===== src/rtl/fg_dac_writer.sv =====
// fg_dac_writer: turns generator sample strobes into timed 8-bit parallel DAC
// writes (setup / WR pulse / hold), with a one-deep pending buffer, overrun
// accounting and DAC clear / power-down sequencing.
module fg_dac_writer #(
  parameter int BITWIDTH        = 8,
  parameter int SETUP_CYCLES    = 1,
  parameter int WR_PULSE_CYCLES = 2,
  parameter int HOLD_CYCLES     = 1,
  parameter int CLR_CYCLES      = 4
) (
  input  logic                clk_i,
  input  logic                rst_i,
  input  logic                enable_i,
  input  logic                powerDown_i,
  input  logic                clear_i,
  input  logic                clearOverrun_i,
  input  logic [BITWIDTH-1:0] sample_i,
  input  logic                sampleValid_STRB_i,
  output logic [BITWIDTH-1:0] dac_data_o,
  output logic                dac_wr_n_o,
  output logic                dac_clr_n_o,
  output logic                dac_pd_n_o,
  output logic                busy_o,
  output logic                overrun_o,
  output logic [7:0]          overrunCount_o
);

  typedef enum logic [2:0] {S_IDLE, S_SETUP, S_WR_LOW, S_HOLD, S_CLEAR} state_t;

  // Counters hold "cycles remaining minus one"; zero marks the last cycle.
  localparam logic [7:0] SETUP_LD = 8'(SETUP_CYCLES - 1);
  localparam logic [7:0] PULSE_LD = 8'(WR_PULSE_CYCLES - 1);
  localparam logic [7:0] HOLD_LD  = 8'(HOLD_CYCLES - 1);
  localparam logic [7:0] CLR_LD   = 8'(CLR_CYCLES - 1);

  state_t              state, nxt;
  logic [7:0]          cnt, cnt_d;
  logic                pend_v, pend_v_d;
  logic [BITWIDTH-1:0] pend, pend_d, data_d;
  logic                clr_req, clr_req_d;
  logic                acc, last, ovr_evt;
  logic                wr_n_d, clr_n_d;

  assign acc    = sampleValid_STRB_i & enable_i & ~powerDown_i;
  assign last   = (cnt == 8'd0);
  assign busy_o = (state != S_IDLE);

  // State, counter, pending buffer and clear-request registers.
  always_ff @(posedge clk_i) begin
    if (rst_i) begin
      state   <= S_CLEAR;
      cnt     <= CLR_LD;
      pend_v  <= 1'b0;
      pend    <= '0;
      clr_req <= 1'b0;
    end else begin
      state   <= nxt;
      cnt     <= cnt_d;
      pend_v  <= pend_v_d;
      pend    <= pend_d;
      clr_req <= clr_req_d;
    end
  end

  // Next-state, counter reload, pending-buffer and data-bus selection.
  always_comb begin
    nxt       = state;
    cnt_d     = last ? cnt : cnt - 8'd1;
    pend_v_d  = pend_v;
    pend_d    = pend;
    data_d    = dac_data_o;
    ovr_evt   = 1'b0;
    clr_req_d = clr_req | (clear_i & (state inside {S_SETUP, S_WR_LOW, S_HOLD}));
    // Any accepted strobe while busy lands in the pending slot; the
    // end-of-transfer branch below overrides this when it consumes the slot.
    if (state != S_IDLE && acc) begin
      pend_v_d = 1'b1;
      pend_d   = sample_i;
      ovr_evt  = pend_v;
    end
    case (state)
      S_IDLE: begin
        if (clear_i) begin
          nxt   = S_CLEAR;
          cnt_d = CLR_LD;
          if (acc) begin
            pend_v_d = 1'b1;
            pend_d   = sample_i;
          end
        end else if (acc) begin
          nxt    = S_SETUP;
          cnt_d  = SETUP_LD;
          data_d = sample_i;
        end
      end
      S_SETUP:  if (last) begin nxt = S_WR_LOW; cnt_d = PULSE_LD; end
      S_WR_LOW: if (last) begin nxt = S_HOLD;   cnt_d = HOLD_LD;  end
      S_HOLD, S_CLEAR: begin
        if (last) begin
          if (state == S_HOLD && (clr_req || clear_i)) begin
            nxt   = S_CLEAR;
            cnt_d = CLR_LD;
          end else if (pend_v) begin
            // Pending sample starts now; a simultaneous strobe refills the slot.
            nxt      = S_SETUP;
            cnt_d    = SETUP_LD;
            data_d   = pend;
            pend_v_d = acc;
            ovr_evt  = 1'b0;
          end else if (acc) begin
            nxt      = S_SETUP;
            cnt_d    = SETUP_LD;
            data_d   = sample_i;
            pend_v_d = 1'b0;
            ovr_evt  = 1'b0;
          end else begin
            nxt = S_IDLE;
          end
        end
      end
      default: nxt = S_IDLE;
    endcase
    if (nxt == S_CLEAR) clr_req_d = 1'b0;
  end

  // DAC strobes follow the state being entered so the pins are registered.
  always_comb begin
    wr_n_d  = (nxt != S_WR_LOW);
    clr_n_d = (nxt != S_CLEAR);
  end

  // Registered DAC pins.
  always_ff @(posedge clk_i) begin
    if (rst_i) begin
      dac_data_o  <= '0;
      dac_wr_n_o  <= 1'b1;
      dac_clr_n_o <= 1'b0;
      dac_pd_n_o  <= 1'b1;
    end else begin
      dac_data_o  <= data_d;
      dac_wr_n_o  <= wr_n_d;
      dac_clr_n_o <= clr_n_d;
      dac_pd_n_o  <= ~powerDown_i;
    end
  end

  // Sticky overrun flag and saturating count; a new overrun beats a clear.
  always_ff @(posedge clk_i) begin
    if (rst_i) begin
      overrun_o      <= 1'b0;
      overrunCount_o <= 8'd0;
    end else if (ovr_evt) begin
      overrun_o      <= 1'b1;
      overrunCount_o <= clearOverrun_i ? 8'd1 :
                        (overrunCount_o == 8'hFF) ? 8'hFF : overrunCount_o + 8'd1;
    end else if (clearOverrun_i) begin
      overrun_o      <= 1'b0;
      overrunCount_o <= 8'd0;
    end
  end

endmodule


===== config.mk =====
export PLATFORM = sky130hd
export DESIGN_NAME = fg_dac_writer
export DESIGN_NICKNAME = d
export VERILOG_FILES = /design/src/rtl/fg_dac_writer.sv
export SDC_FILE = /design/constraint.sdc
export NUM_CORES = 1
export LEC_CHECK = 0
export BUFFER_PORTS_ARGS = -buffer_cell sky130_fd_sc_hd__buf_4
export CAP_MARGIN = 5
export CORE_MARGIN = 2
export CORE_UTILIZATION = 50
export CTS_BUF_LIST = sky130_fd_sc_hd__clkbuf_8
export DETAILED_ROUTE_END_ITERATION = 10
export PLACE_DENSITY = 0.83
export SLEW_MARGIN = 20
export SYNTH_ARGS = -nofsm -noshare
export SYNTH_HDL_FRONTEND = slang
export SYNTH_SLANG_ARGS = --single-unit

===== constraint.sdc =====
create_clock -name clk_i -period 3.1 [get_ports clk_i]
set_input_delay 0.155 -clock clk_i [delete_from_list [all_inputs] [get_ports clk_i]]
set_output_delay 0.155 -clock clk_i [all_outputs]
set_load 0.005 [all_outputs]

==> run summary <==
Outcome - complete, no violations
Worst Tran Pin Value - 0.728 ns
Gp weighted congestion - 0.909
Hold_sp - powerDown_i
Nets@finish - 302
Sequence of cells on the critical path - or4_4, nor4_4, inv_2, ha_1, nor3_1, nor3_1, a211o_1, nand3_1
Diode count - 0
Largest net degree at the start of global routing - 23
Detailed Place HPWL - 3080 microns
Rel. slew slack - 51.0%
# H-tree levels - 2
Worst path slowest cell - or4_4
Root buf cell - clkbuf_8
Most common flop cell mapped by yosys - dfxtp_1
Post-synth EDFFs - 0
CP dominant cell by count - nor3_1
Final Setup Violations - 0
Core area - 0.00397 sq mm
Slew Viols, Final - 0
Most common cell after layout, fill and taps aside - dfxtp_1
Min Tclk post-route - 2.40 ns
PD cells - 676 mW/mm^2
# resized after CTS - 0
Postcts setup bufs - 0
Post-synthesis async set-or-reset flop share - 0%
Top cell type's share of synthesized area - 40.0%
Worst path max stage delay - 0.57 ns
LEAKAGE - 0.940 nW
Distinct cells, synth - 49
Final worst-path cycle share - 77.4%
Peak supply drop - 0.273 mV
Register area share after synthesis - 40.0%
Post-synth top area cell - dfxtp_1
Die Ht - 68.1 microns
WHS - 0.0323 ns
DRT iter0 DRCs - 169
Startpoint types - register
Vias in the first global route - 1635
Critical Path RT - 3.34 ns
DIE WIDTH - 68.1 microns
Worst R2R Start - cnt[5]$_SDFF_PP0_
Routed len/inst - 13.6 microns
Syn Inst Count - 253
WHS Endpoint - dac_pd_n_o$_SDFF_PP1_
Area Overhead vs Synth - 19.1%
Hold Buf Count CTS - 0
TritonCTS clock tree - yes
Commonest non-fill, non-tap cells in the layout - 41 x dfxtp_1, 38 x buf_4, 33 x nor2_1
Critical-path maximum fanout - 12
Grt total ovfl - 0
First-pass GRT wire length - 7310 microns
FF-to-FF setup slack - 0.70 ns
Area contributors post-synth - dfxtp_1 40%, nor2_1 6.0%, a21oi_1 5.6%
# IOs - 36
Overall routed net length - 4530 microns
Synth warn - 0
#FFs+latches synth - 41
Skew-Pair Late Insertion Delay - 0.29 ns
FP Rows - 23
Fin. Hold Viols - 0
Worst Reg2Reg Path Length in Cells - 8
Synthesized Nets - 272
Worst path arrival time - 2.64 ns
Vias per inst - 5.73
Setup TNS - 0 ns
Post-Syn Area - 0.00205 sq mm
Reg2reg end - cnt[0]$_SDFF_PP1_
Initial Util - 51.7%
Fin Clk Skew - 0.00607 ns
Crit path from - cnt[5]$_SDFF_PP0_
Critical Path Sink Type - register
WS Path Type - register to register
IO Port Bufs - 35
Worst-case clock buffer depth - 2
Fmax - 417 MHz
Syn Area/Cell - 8.12 sq um
Hold path depth - 2
Worst hold path type - input pin to register
Clock-pin slew on the worst setup and hold paths - 0.08 ns
Layout cells sized above 1 - 19.7%
Full die area - 0.00464 sq mm
DR vias - 1913
GRT Overall Usage - 20.7%
Residual DRC count - 0
MaxCap Viol Count - 0
RSZ-0062 raised after global routing - no
TritonCTS Buffers - 5
Clock net sink count - 41
ANT nets after route - 0
Initial antenna violation count - 0
DR pass1 iterations - 5
[metal layers]
metal,share of wire (%),track usage [%]
met1,47,27.5
met2,46,32.2
met3,6.0,4.93
met4,1.4,8.75
met5,0,0
[worst max path at each step]
stage | slack [ns] | cells past startpoint | endpoint
4_1_cts | 0.71 | 8 | cnt[0]$_SDFF_PP1_
6_report | 0.70 | 8 | cnt[0]$_SDFF_PP1_
5_1_grt | 0.53 | 8 | cnt[0]$_SDFF_PP1_
3_5_place_dp | 0.73 | 8 | cnt[0]$_SDFF_PP1_
3_3_place_gp | 0.80 | 8 | cnt[0]$_SDFF_PP1_
2_1_floorplan | 0.91 | 9 | cnt[0]$_SDFF_PP1_
[cells by family after synthesis]
kind of cell	Yosys count	share of synthesized area, %
adders and majority gates	4	2.44
and+or+nand+nor	87	22.2
AOI/OAI and AO/OA	82	25.8
buffers and inverters	32	6.58
DFF	41	40.0
xor gates and xnor gates	7	2.98
[power breakdown]
group / leakage, nW / internal, mW / switching, mW / total (mW)
clock network: 0.0626 / 0.259 / 0.180 / 0.439
registers: 0.332 / 0.592 / 0.0869 / 0.679
logic: 0.545 / 0.228 / 0.309 / 0.537
[metrics by stage]
| step | power, mW | utilization [%] | cell area, sq um | setup slack [ns] | std cells |
|---|---|---|---|---|---|
| after floorplan | 1.08 | - | 2050 | 0.906 | 253 |
| after global placement | 1.20 | 58.7 | 2330 | 0.800 | 326 |
| after detailed placement | 1.22 | 58.7 | 2330 | 0.729 | 326 |
| after CTS | 1.66 | 61.6 | 2450 | 0.707 | 334 |
| after global routing | 1.75 | 61.6 | 2450 | 0.531 | 334 |
| final | 1.65 | 61.6 | 2450 | 0.701 | 334 |
[state kept, by name, summed over array words and instances, names as in the netlist]
signal	flops
overrun_o	1
overrunCount_o	8
dac_pd_n_o	1
dac_wr_n_o	1
dac_clr_n_o	1
cnt	8
clr_req	1
dac_data_o	8
state	3
pend	8
pend_v	1
[Yosys cell counts, types with 2 or more instances]
library cell  instances
and2_1                2
clkbuf_1             13
o21ai_0              16
or3_1                 3
o21ai_1               3
nand2_1              15
a31oi_1              10
nand3_1               5
xor2_1                2
o22ai_1               2
ha_1                  4
nor3b_1               2
or2_2                 2
o2bb2ai_1             8
inv_1                16
buf_6                 2
xnor2_1               5
a21oi_1              23
nor4_1                2
a311oi_1              3
nor3_1                8
o21a_1                2
and3b_1               2
dfxtp_1              41
a211oi_1              4
nor2_1               33
and3_1                3
[area by class of cell]
class                   count  area (sq um)
clock inverters             2          33.8
repair buffers             38           285
inverters                  17          63.8
fillers                   359          1520
flip-flops and latches     41           821
clock buffers               6          82.6
multi-input cells         180          1100
well taps                  50          62.6
[critical path, delay by kind of cell (launching register included)]
family | cells | cell delay (ns)
and+or+nand+nor | 5 | 1.23
AOI/OAI and AO/OA | 1 | 0.23
DFF | 1 | 0.32
adders and majority gates | 1 | 0.35
buffers and inverters | 1 | 0.21
Power figures use the tool's default switching activity.
